[src/rtl/sram_ctrl.sv]
// sram_ctrl: 32-bit bus slave driving a 16-bit asynchronous SRAM.
// Each request becomes one or two halfword accesses (high half first).
// Defining SRAM_CTRL_RDBUF_EN adds a one-entry buffer for full-word reads.
// All SRAM pins are registered, so strobes are glitch-free and reset to idle.
module sram_ctrl #(
    parameter int SRAM_AW     = 18,
    parameter int WAIT_CYCLES = 1
) (
    input  logic               clk,
    input  logic               reset,
    input  logic [31:0]        address,
    input  logic               read,
    input  logic               write,
    input  logic [31:0]        writedata,
    input  logic [3:0]         byteenable,
    output logic [31:0]        readdata,
    output logic               waitrequest,
    output logic [SRAM_AW-1:0] sram_addr,
    output logic [15:0]        sram_dq_out,
    input  logic [15:0]        sram_dq_in,
    output logic               sram_dq_oe,
    output logic               sram_ce_n,
    output logic               sram_oe_n,
    output logic               sram_we_n,
    output logic               sram_ub_n,
    output logic               sram_lb_n
);

    localparam int         WW       = SRAM_AW - 1;
    localparam logic [3:0] CNT_LAST = 4'(WAIT_CYCLES);

    typedef enum logic [2:0] {
        IDLE, RD_HI, RD_LO, WR_SETUP, WR_PULSE, WR_HOLD, DONE
    } state_t;

    state_t             state_q, state_d;
    logic [3:0]         cnt_q, cnt_d;
    logic [WW-1:0]      word_q, word_d;
    logic [31:0]        wdata_q, wdata_d;
    logic [3:0]         be_q, be_d;
    logic               wr_q, wr_d;
    logic               half_q, half_d;
    logic [31:0]        readdata_q, readdata_d;
    logic [SRAM_AW-1:0] addr_q, addr_d;
    logic [15:0]        dq_out_q, dq_out_d;
    logic               dq_oe_q, dq_oe_d;
    logic               ce_n_q, ce_n_d;
    logic               oe_n_q, oe_n_d;
    logic               we_n_q, we_n_d;
    logic               ub_n_q, ub_n_d;
    logic               lb_n_q, lb_n_d;
    logic               lo_half;
`ifdef SRAM_CTRL_RDBUF_EN
    logic               buf_valid_q, buf_valid_d;
    logic [WW-1:0]      buf_word_q, buf_word_d;
    logic [31:0]        buf_data_q, buf_data_d;
`endif

    // Address bits outside the SRAM window are decoded upstream.
    logic unused_addr;
    assign unused_addr = ^{address[31:SRAM_AW+1], address[1:0]};

    assign waitrequest = (read | write) & (state_q != DONE);
    assign readdata    = readdata_q;
    assign sram_addr   = addr_q;
    assign sram_dq_out = dq_out_q;
    assign sram_dq_oe  = dq_oe_q;
    assign sram_ce_n   = ce_n_q;
    assign sram_oe_n   = oe_n_q;
    assign sram_we_n   = we_n_q;
    assign sram_ub_n   = ub_n_q;
    assign sram_lb_n   = lb_n_q;

    // Sequencer: request capture, per-half strobe timing and read data capture.
    always_comb begin
        state_d    = state_q;
        cnt_d      = cnt_q;
        word_d     = word_q;
        wdata_d    = wdata_q;
        be_d       = be_q;
        wr_d       = wr_q;
        half_d     = half_q;
        readdata_d = readdata_q;
`ifdef SRAM_CTRL_RDBUF_EN
        buf_valid_d = buf_valid_q;
        buf_word_d  = buf_word_q;
        buf_data_d  = buf_data_q;
`endif
        unique case (state_q)
            IDLE: begin
                if (read | write) begin
                    word_d  = address[SRAM_AW:2];
                    wdata_d = writedata;
                    be_d    = byteenable;
                    wr_d    = write;
                    cnt_d   = 4'd0;
                    if (!write) begin
                        readdata_d = 32'd0;
                    end
`ifdef SRAM_CTRL_RDBUF_EN
                    if (write && (address[SRAM_AW:2] == buf_word_q)) begin
                        buf_valid_d = 1'b0;
                    end
`endif
                    if (byteenable == 4'b0000) begin
                        state_d = DONE;
                    end
`ifdef SRAM_CTRL_RDBUF_EN
                    else if (!write && (byteenable == 4'b1111) && buf_valid_q &&
                             (address[SRAM_AW:2] == buf_word_q)) begin
                        state_d    = DONE;
                        readdata_d = buf_data_q;
                    end
`endif
                    else if (write) begin
                        state_d = WR_SETUP;
                        half_d  = (byteenable[3:2] == 2'b00);
                    end else begin
                        state_d = (byteenable[3:2] != 2'b00) ? RD_HI : RD_LO;
                    end
                end
            end
            RD_HI: begin
                if (cnt_q == CNT_LAST) begin
                    readdata_d[31:16] = sram_dq_in;
                    cnt_d             = 4'd0;
                    state_d           = (be_q[1:0] != 2'b00) ? RD_LO : DONE;
                end else begin
                    cnt_d = cnt_q + 4'd1;
                end
            end
            RD_LO: begin
                if (cnt_q == CNT_LAST) begin
                    readdata_d[15:0] = sram_dq_in;
                    cnt_d            = 4'd0;
                    state_d          = DONE;
`ifdef SRAM_CTRL_RDBUF_EN
                    if (be_q == 4'b1111) begin
                        buf_valid_d = 1'b1;
                        buf_word_d  = word_q;
                        buf_data_d  = {readdata_q[31:16], sram_dq_in};
                    end
`endif
                end else begin
                    cnt_d = cnt_q + 4'd1;
                end
            end
            WR_SETUP: begin
                cnt_d   = 4'd0;
                state_d = WR_PULSE;
            end
            WR_PULSE: begin
                if (cnt_q == CNT_LAST) begin
                    cnt_d   = 4'd0;
                    state_d = WR_HOLD;
                end else begin
                    cnt_d = cnt_q + 4'd1;
                end
            end
            WR_HOLD: begin
                if (!half_q && (be_q[1:0] != 2'b00)) begin
                    half_d  = 1'b1;
                    state_d = WR_SETUP;
                end else begin
                    state_d = DONE;
                end
            end
            DONE: begin
                state_d = IDLE;
            end
            default: begin
                state_d = IDLE;
            end
        endcase
    end

    // SRAM pin values for the coming cycle, derived from the next state so they register cleanly.
    always_comb begin
        ce_n_d   = 1'b1;
        oe_n_d   = 1'b1;
        we_n_d   = 1'b1;
        ub_n_d   = 1'b1;
        lb_n_d   = 1'b1;
        dq_oe_d  = 1'b0;
        addr_d   = addr_q;
        dq_out_d = dq_out_q;
        lo_half  = half_d;
        unique case (state_d)
            RD_HI, RD_LO: begin
                lo_half = (state_d == RD_LO);
                ce_n_d  = 1'b0;
                oe_n_d  = 1'b0;
                addr_d  = {word_d, lo_half};
                ub_n_d  = lo_half ? ~be_d[1] : ~be_d[3];
                lb_n_d  = lo_half ? ~be_d[0] : ~be_d[2];
            end
            WR_SETUP, WR_PULSE, WR_HOLD: begin
                ce_n_d   = 1'b0;
                dq_oe_d  = 1'b1;
                we_n_d   = (state_d != WR_PULSE);
                addr_d   = {word_d, lo_half};
                dq_out_d = lo_half ? wdata_d[15:0] : wdata_d[31:16];
                ub_n_d   = lo_half ? ~be_d[1] : ~be_d[3];
                lb_n_d   = lo_half ? ~be_d[0] : ~be_d[2];
            end
            default: begin
            end
        endcase
    end

    // State and pin registers; reset forces the SRAM idle immediately.
    always_ff @(posedge clk or posedge reset) begin
        if (reset) begin
            state_q    <= IDLE;
            cnt_q      <= 4'd0;
            word_q     <= '0;
            wdata_q    <= 32'd0;
            be_q       <= 4'd0;
            wr_q       <= 1'b0;
            half_q     <= 1'b0;
            readdata_q <= 32'd0;
            addr_q     <= '0;
            dq_out_q   <= 16'd0;
            dq_oe_q    <= 1'b0;
            ce_n_q     <= 1'b1;
            oe_n_q     <= 1'b1;
            we_n_q     <= 1'b1;
            ub_n_q     <= 1'b1;
            lb_n_q     <= 1'b1;
`ifdef SRAM_CTRL_RDBUF_EN
            buf_valid_q <= 1'b0;
            buf_word_q  <= '0;
            buf_data_q  <= 32'd0;
`endif
        end else begin
            state_q    <= state_d;
            cnt_q      <= cnt_d;
            word_q     <= word_d;
            wdata_q    <= wdata_d;
            be_q       <= be_d;
            wr_q       <= wr_d;
            half_q     <= half_d;
            readdata_q <= readdata_d;
            addr_q     <= addr_d;
            dq_out_q   <= dq_out_d;
            dq_oe_q    <= dq_oe_d;
            ce_n_q     <= ce_n_d;
            oe_n_q     <= oe_n_d;
            we_n_q     <= we_n_d;
            ub_n_q     <= ub_n_d;
            lb_n_q     <= lb_n_d;
`ifdef SRAM_CTRL_RDBUF_EN
            buf_valid_q <= buf_valid_d;
            buf_word_q  <= buf_word_d;
            buf_data_q  <= buf_data_d;
`endif
        end
    end

endmodule

[config.mk]
export PLATFORM = sky130hd
export DESIGN_NAME = sram_ctrl
export DESIGN_NICKNAME = d
export VERILOG_FILES = /design/src/rtl/sram_ctrl.sv
export SDC_FILE = /design/constraint.sdc
export NUM_CORES = 1
export LEC_CHECK = 0
export CAP_MARGIN = 20
export CORE_ASPECT_RATIO = 1.25
export CORE_UTILIZATION = 51
export DETAILED_ROUTE_END_ITERATION = 6
export PLACE_DENSITY_LB_ADDON = 0.1
export SLEW_MARGIN = 25
export SYNTH_ARGS = -nofsm -noshare
export SYNTH_HDL_FRONTEND = slang
export SYNTH_SLANG_ARGS = --single-unit
export TNS_END_PERCENT = 30
[constraint.sdc]
create_clock -name clk -period 12.95 [get_ports clk]
set_clock_uncertainty 0.15 [all_clocks]
set_input_delay 1.9425 -clock clk [delete_from_list [all_inputs] [get_ports clk]]
set_output_delay 1.9425 -clock clk [all_outputs]
set_load 0.01 [all_outputs]
# Word-level counts from Yosys, hierarchy flattened
# Cells that the tools add are included.
# classes
add_sub_neg	1
n_eq_ne	17
muxes	41
n_bitwise	6
n_reduce_logical	18
# ops
op	n
32-bit 2-to-1 mux	4
16-bit one-hot mux with 2 select lines	2
18-bit one-hot mux with 2 select lines	1
17-bit 2-to-1 mux	2
16-bit 2-to-1 mux	2
3-bit 2-to-1 mux	7
3-bit one-hot mux with 6 select lines	1
4-bit 2-to-1 mux	4
3-bit by 2-bit equality test with 1-bit output, second input constant	4
3-bit equality test, second input constant	4
1-bit 2-to-1 mux	12
4-bit one-hot mux with 3 select lines	1
2-bit nonzero test	5
2-bit inequality test, second input constant	4
4-bit AND reduction	2
3-bit by 1-bit equality test with 1-bit output, second input constant	2
3-bit inequality test, second input constant	2
1-bit one-hot mux with 2 select lines	3
3-bit OR reduction	2
5-bit OR reduction	1
4-bit by 1-bit adder with 4-bit output, second input constant	1
4-bit by 1-bit equality test with 1-bit output, second input constant	1
4-bit logical NOT	1
2-bit 2-to-1 mux	2
10 further kinds	13
# word_totals
reg_bits	133
out_inout_bits	73

# Depth between registers and ports, before layout
# Gate-level depths: netlist (run 1).
# depth
depth_word	9
mapped_depth	11

# Worst setup path after synthesis (run 1)
# Ideal clock, no wire load.
# synth_path
path_type	input to output
start	input write
end	output waitrequest
t_arrival_ns	2.166
t_required_ns	10.858
setup_slack_ns	8.692
cell_stages	1
path_buffers	0
cell_sequence	o22a_1
# synth_via
elab_chain_cells	2
# synth_lines
item	line	text
start, declared	13	input logic write,
1-bit bitwise OR	63	assign waitrequest = (read | write) & (state_q != DONE);
1-bit AND	63	
end, declared	17	output logic waitrequest,
# No other way between the ends.

# Worst setup path in the final report (run 1)
# Same ends and word-level chain as after synthesis.

==> results of run 1 <==
-- layer usage --
layer / up-vias / track usage [%] / wire length (µm) / share of wire [%]
li1: 2046 / - / - / -
met3: 19 / 7.85 / 766 / 6.0
met1: 2105 / 31.2 / 5490 / 43
met4: 0 / 8.14 / 172 / 1.4
met2: 116 / 39.4 / 6250 / 49
met5: - / 0 / 0 / 0
-- placed cells by master, fill, tap and decap left out, drive strengths merged, types with 4 or more instances in the layout --
master,instances
inv,13
nand2b,4
clkbuf,22
dfstp,5
nand2,202
dfrtp,128
nor2,10
nor3b,4
mux2i,22
a22o,16
clkdlybuf4s50,145
mux2,17
o21ai,38
nor2b,4
nand3b,4
buf,5
bufinv,4
a21oi,10
-- power by group --
group	switching [µW]	leakage (µW)	total [µW]	internal, µW
clock	176	0.000319	525	349
combinational	479	0.00159	888	410
sequential	86.2	0.00168	695	609
total	741	0.00359	2110	1370
-- worst max-delay path, stage by stage --
cell,delay (ns)
clkdlybuf4s50_1,0.62
o22a_1,0.19
clkdlybuf4s50_1,0.55
-- state kept, by name, summed over array words and instances, names as in the netlist --
| name | cells |
|---|---|
| sram_lb_n | 1 |
| half_q | 1 |
| sram_we_n | 1 |
| state_q | 3 |
| sram_dq_oe | 1 |
| sram_ce_n | 1 |
| readdata | 32 |
| sram_addr | 18 |
| cnt_q | 4 |
| sram_dq_out | 16 |
| sram_oe_n | 1 |
| sram_ub_n | 1 |
| wdata_q | 32 |
| be_q | 4 |
| word_q | 17 |
-- layout make-up --
cell class,instances,share of cell area (%)
tap,132,2.14
timing repair buffer,150,19.3
clock inverter,10,2.15
sequential,133,43.2
inverter,11,0.567
multi-input combinational,364,26.3
clock buffer,22,6.40
-- per-stage QoR --
step,hold slack [ns],cell area [µm²],std cells,setup WS [ns],power [µW]
after global routing,0.338,7730,822,7.50,2250
after floorplan,0.284,5530,539,7.31,1260
after CTS,0.315,7720,822,7.55,2130
after global placement,0.297,7060,790,7.60,1550
after detailed placement,0.302,7060,790,7.56,1590
final,0.314,7730,822,7.55,2110
-- kinds of logic after synthesis --
logic type      after synthesis  share of synthesized area [%]
flops                       133                           60.3
simple gates                243                           18.3
buf+inv                      42                           3.39
compound gates               79                           9.93
xor+xnor                      1                          0.158
mux                          39                           7.45
fa+ha+maj                     2                          0.453
-- how the worst max path moves through the flow --
stage	to	cells past startpoint	slack, ns	from
global placement	waitrequest	3	7.60	write
floorplan	be_q[0]	1	7.31	reset
CTS	waitrequest	3	7.55	write
finish	waitrequest	3	7.55	write
global route	waitrequest	3	7.50	write
detailed placement	waitrequest	3	7.56	write
==> Flow_metrics.wiki, run 1 <==
{| class="wikitable"
! Metric !! Value
|-
| Worst min path class || register to register
|-
| Initial antenna violation count || 0
|-
| Setup TNS Final || 0 ns
|-
| Result of the run || finished, final reports clean
|-
| Filler Cell Count || 772
|-
| Top cells by count, synth || 202 x nand2_1, 128 x dfrtp_1, 37 x o21ai_0
|-
| Vias/cell || 5.21
|-
| Share of synthesized flip-flops with an asynchronous set or reset || 100%
|-
| Final hold violations || 0
|-
| H-tree levels || 4
|-
| Drt first pass iters || 4
|-
| Fraction of post-synthesis cell area in the top cell type by area || 57.9%
|-
| Global-route wire length before repair || 21300 µm
|-
| Count of clock tree sinks || 133
|-
| Number of inserted diodes || 0
|-
| Yosys cell types || 46
|-
| Final-report max-slew violation count || 0
|-
| Share of cells above drive strength 1 || 8.12%
|-
| Worst-Margin Slew || 0.949 ns
|-
| Count of hold-fix buffers inserted at cts || 0
|-
| Top cells by area, synth || dfrtp_1 58%, nand2_1 14%, mux2i_1 4.0%
|-
| Static leakage power || 0.00359 µW
|-
| Area growth from synthesis to final layout || 39.8%
|-
| CTS clk-pin slew, worst paths || 0.06 ns
|-
| Root Buffer || clkbuf_16
|-
| Multi-input combinational cell area || 0.00203 mm²
|-
| Launch point of the worst hold path || word_q[0]
|-
| Vias in the first global route || 4416
|-
| Core Region || 0.0106 mm²
|-
| Depth of the worst hold-timing path || 2
|-
| Crit Path Max Fanout || 6
|-
| Die span in y || 118 µm
|-
| Number of buffers on the longest clock path || 2
|-
| Row count || 42
|-
| Horiz. Die Dim || 95.1 µm
|-
| Clock tree from TritonCTS || built
|-
| Destination of the worst register-to-register timing path || sram_addr[13]
|-
| Pwr Density || 273 mW/mm²
|-
| Routed Antenna Nets || 0
|-
| Via Count || 4286
|-
| Post-cts resize count || 0
|-
| Kind of critical path || input pin to output pin
|-
| Part of the Yosys area used for sequential elements || 60.3%
|-
| Weighted congestion reported at the end of routability-driven placement || 0.803
|-
| Later-pin clock latency in the skew report || 0.41 ns
|-
| R2r worst-path depth || 8
|-
| Wirelength per Cell || 15.4 µm
|-
| Maximum number of pins on one net before global-route repair || 84
|-
| Setup repair after global routing missed its margin || no
|-
| Worst-case vdd ir drop || 162 µV
|-
| Max-cap violation count || 0
|-
| Startpoint of the most critical register-to-register path || cnt_q[1]
|-
| Slack of the worst reg-to-reg path || 9.49 ns
|-
| Die outline area || 0.0113 mm²
|-
| Final setup vio count || 0
|-
| DRC violations left || 0
|-
| Post-CTS Repair Setup Buffers || 0
|-
| Sequential standard cell area || 0.00333 mm²
|-
| Count of port buffers added during placement || 145
|-
| Min-Delay Endpoint || word_q[0]
|-
| Total Wirelength || 12700 µm
|-
| Arrival time of the worst setup path || 3.31 ns
|-
| Warnings from Yosys || 0
|-
| Cell type contributing the most total cell area after synthesis || dfrtp_1
|-
| Initial core utilization || 52.3%
|-
| Worst slew margin relative to its limit || 36.7%
|-
| Most instantiated library cell after synthesis || nand2_1
|-
| Number of buffers added by the clock tree synthesis step || 17
|-
| Critical path required time || 10.86 ns
|-
| Mean Syn Cell Area || 10.3 µm²
|-
| Detailed router's first-iteration violation count || 221
|-
| I/O pins || 161
|-
| Synthesized netlist cell count || 539
|-
| Cell Area, Synth || 0.00553 mm²
|-
| Ys flop type || dfrtp_1
|-
| Overall global routing resource usage || 24.6%
|-
| Final critical path time including I/O delays and setup || 5.40 ns
|-
| Detail Placement HPWL || 8280 µm
|-
| Total gr overflow || 0
|-
| Fmax || 0.185 GHz
|-
| EDFF count, synth || 0
|-
| Final clock period utilization by the worst path || 41.7%
|-
| Kind of end point of the critical path || output pin
|-
| Post-layout net count || 767
|-
| Critical path launch point type || input pin
|-
| Count of state elements after synthesis || 133
|-
| Finished Core Util || 73.2%
|-
| Post-Synthesis Net Count || 629
|}
Note: power is estimated with default switching activity, not from simulation.
==> run 2, diff against run 1 <==
- CORE_UTILIZATION: 51 -> 47
- clock period: 12.95 -> 5.2 ns (I/O delays scaled with it)
==> run 2 against run 1 <==
- critical path depth is 4 higher
- via count fell by 2.2%
- highest routed layer unchanged
- die area is 8.3% higher
- wire length is the same
- critical path type is now input pin to register
- register-to-register slack worse by 7.7 ns
- sequential power up 150%
- global-route usage fell by 2.5 points
- sequential share of layout area is 0.084 points higher
- combinational power increased to 2.5 times the previous value
- clock-buffer cell count fell by 4
- worst hold slack worse by 0.0028 ns
==> Flow_metrics.wiki, run 2 (synthesized netlist as in run 1, its figures left out) <==
{| class="wikitable"
! Metric !! Value
|-
| Count of port buffers added during placement || 145
|-
| Die outline area || 0.0122 mm²
|-
| Vias in the first global route || 4289
|-
| Post-layout net count || 769
|-
| Number of buffers added by the clock tree synthesis step || 17
|-
| Number of buffers on the longest clock path || 2
|-
| Via Count || 4190
|-
| Routed Antenna Nets || 0
|-
| Count of hold-fix buffers inserted at cts || 0
|-
| Total gr overflow || 0
|-
| Most frequent standard cell in the layout excluding fill and tap cells || nand2_1
|-
| Final setup vio count || 0
|-
| Final critical path time including I/O delays and setup || 3.51 ns
|-
| Initial core utilization || 48.9%
|-
| Horiz. Die Dim || 99.0 µm
|-
| Die span in y || 123 µm
|-
| Vias/cell || 5.06
|-
| Static leakage power || 0.00358 µW
|-
| Worst-case vdd ir drop || 354 µV
|-
| Kind of end point of the critical path || register
|-
| Result of the run || finished, final reports clean
|-
| Maximum number of pins on one net before global-route repair || 72
|-
| Share of cells above drive strength 1 || 8.09%
|-
| Overall global routing resource usage || 22.1%
|-
| Worst min path class || register to register
|-
| Fmax || 0.285 GHz
|-
| Pwr Density || 675 mW/mm²
|-
| Post-cts resize count || 0
|-
| Setup repair after global routing missed its margin || no
|-
| Final clock period utilization by the worst path || 67.5%
|-
| Critical path launch point type || input pin
|-
| Later-pin clock latency in the skew report || 0.41 ns
|-
| Row count || 43
|-
| Post-CTS Repair Setup Buffers || 0
|-
| Global-route wire length before repair || 20800 µm
|-
| Worst slew margin relative to its limit || 39.3%
|-
| Area growth from synthesis to final layout || 39.5%
|-
| Total Wirelength || 12700 µm
|-
| Detailed router's first-iteration violation count || 160
|-
| Wirelength per Cell || 15.3 µm
|-
| Final-report max-slew violation count || 0
|-
| Final hold violations || 0
|-
| Post-placement setup slack || 1.26 ns
|-
| Drt first pass iters || 5
|-
| Critical path required time || 5.33 ns
|-
| Clock tree from TritonCTS || built
|-
| DRC violations left || 0
|-
| Max-cap violation count || 0
|-
| Arrival time of the worst setup path || 3.64 ns
|-
| Count of clock tree sinks || 133
|-
| Finished Core Util || 68.3%
|-
| Detail Placement HPWL || 8370 µm
|-
| Initial antenna violation count || 0
|-
| Root Buffer || clkbuf_16
|-
| Crit Path Max Fanout || 20
|-
| Kind of critical path || input pin to register
|-
| Commonest non-fill, non-tap cells in the layout || 202 x nand2_1, 145 x clkdlybuf4s50_1, 128 x dfrtp_1, 37 x o21ai_0, 22 x mux2i_1
|-
| Weighted congestion reported at the end of routability-driven placement || 0.796
|-
| H-tree levels || 4
|-
| I/O pins || 161
|-
| CTS clk-pin slew, worst paths || 0.06 ns
|-
| Final critical-path setup slack || 1.69 ns
|-
| Worst-Margin Slew || 0.911 ns
|-
| Core Region || 0.0113 mm²
|-
| Setup TNS Final || 0 ns
|}
run 2: cell types whose count changed in the layout (fill, tap and decap cells not counted):
cell      previous run  this run
buf_4                4         7
buf_6                1         0
clkbuf_1             0         1
clkbuf_8             5         0
clkinv_4             1         5
diode_2              0         1
nor2_1               9        10
nor2_2               1         0
run 2: per-layer routing:
layer | vias to the layer above | global-route usage [%] | part of all wire (%)
met5 | - | 0 | 0
met4 | 0 | 8.30 | 1.0
met3 | 10 | 6.39 | 5.5
met2 | 120 | 36.7 | 49
met1 | 1999 | 27.5 | 44
li1 | 2061 | - | -
run 2: path summary, 6_finish.rpt:
kind	start	slack [ns]	cells after the start	end
worst min register to register	word_q[1]	0.31	2	word_q[1]
worst max register to register	cnt_q[1]	1.75	8	sram_addr[17]
min in group asynchronous	reset	0.74	2	readdata[20]
worst max-delay path	write	1.69	7	sram_addr[17]
max in group asynchronous	reset	3.17	3	sram_we_n
worst min-delay path	word_q[1]	0.31	2	word_q[1]
run 2: cell type report:
class / count / area [µm²]
tap: 135 / 169
multi-input combinational: 364 / 2030
sequential: 133 / 3330
clock inverter: 14 / 201
clock buffer: 18 / 429
fill: 898 / 3590
timing repair buffer: 152 / 1500
inverter: 11 / 43.8
antenna: 1 / 2.50
run 2: worst max-delay path, stage by stage:
cell,delay [ns]
clkdlybuf4s50_1,0.53
nand2b_1,0.23
or2_0,0.22
a2111o_1,0.55
nor2_1,0.17
o21a_1,0.74
mux2_1,0.41
run 2: metrics by stage:
step	power, µW	instances	hold WS [ns]	area, µm²
2_1_floorplan	3130	539	0.284	5530
3_3_place_gp	3880	795	0.296	7080
3_5_place_dp	3970	795	0.302	7080
4_1_cts	5260	827	0.316	7710
5_1_grt	5560	827	0.338	7710
6_report	5210	828	0.311	7710
run 2: where the power goes:
group / leakage (µW) / switching (µW) / internal [µW]
logic: 0.00160 / 1190 / 1030
clock network: 0.000301 / 451 / 808
registers: 0.00168 / 214 / 1520
total: 0.00358 / 1860 / 3350
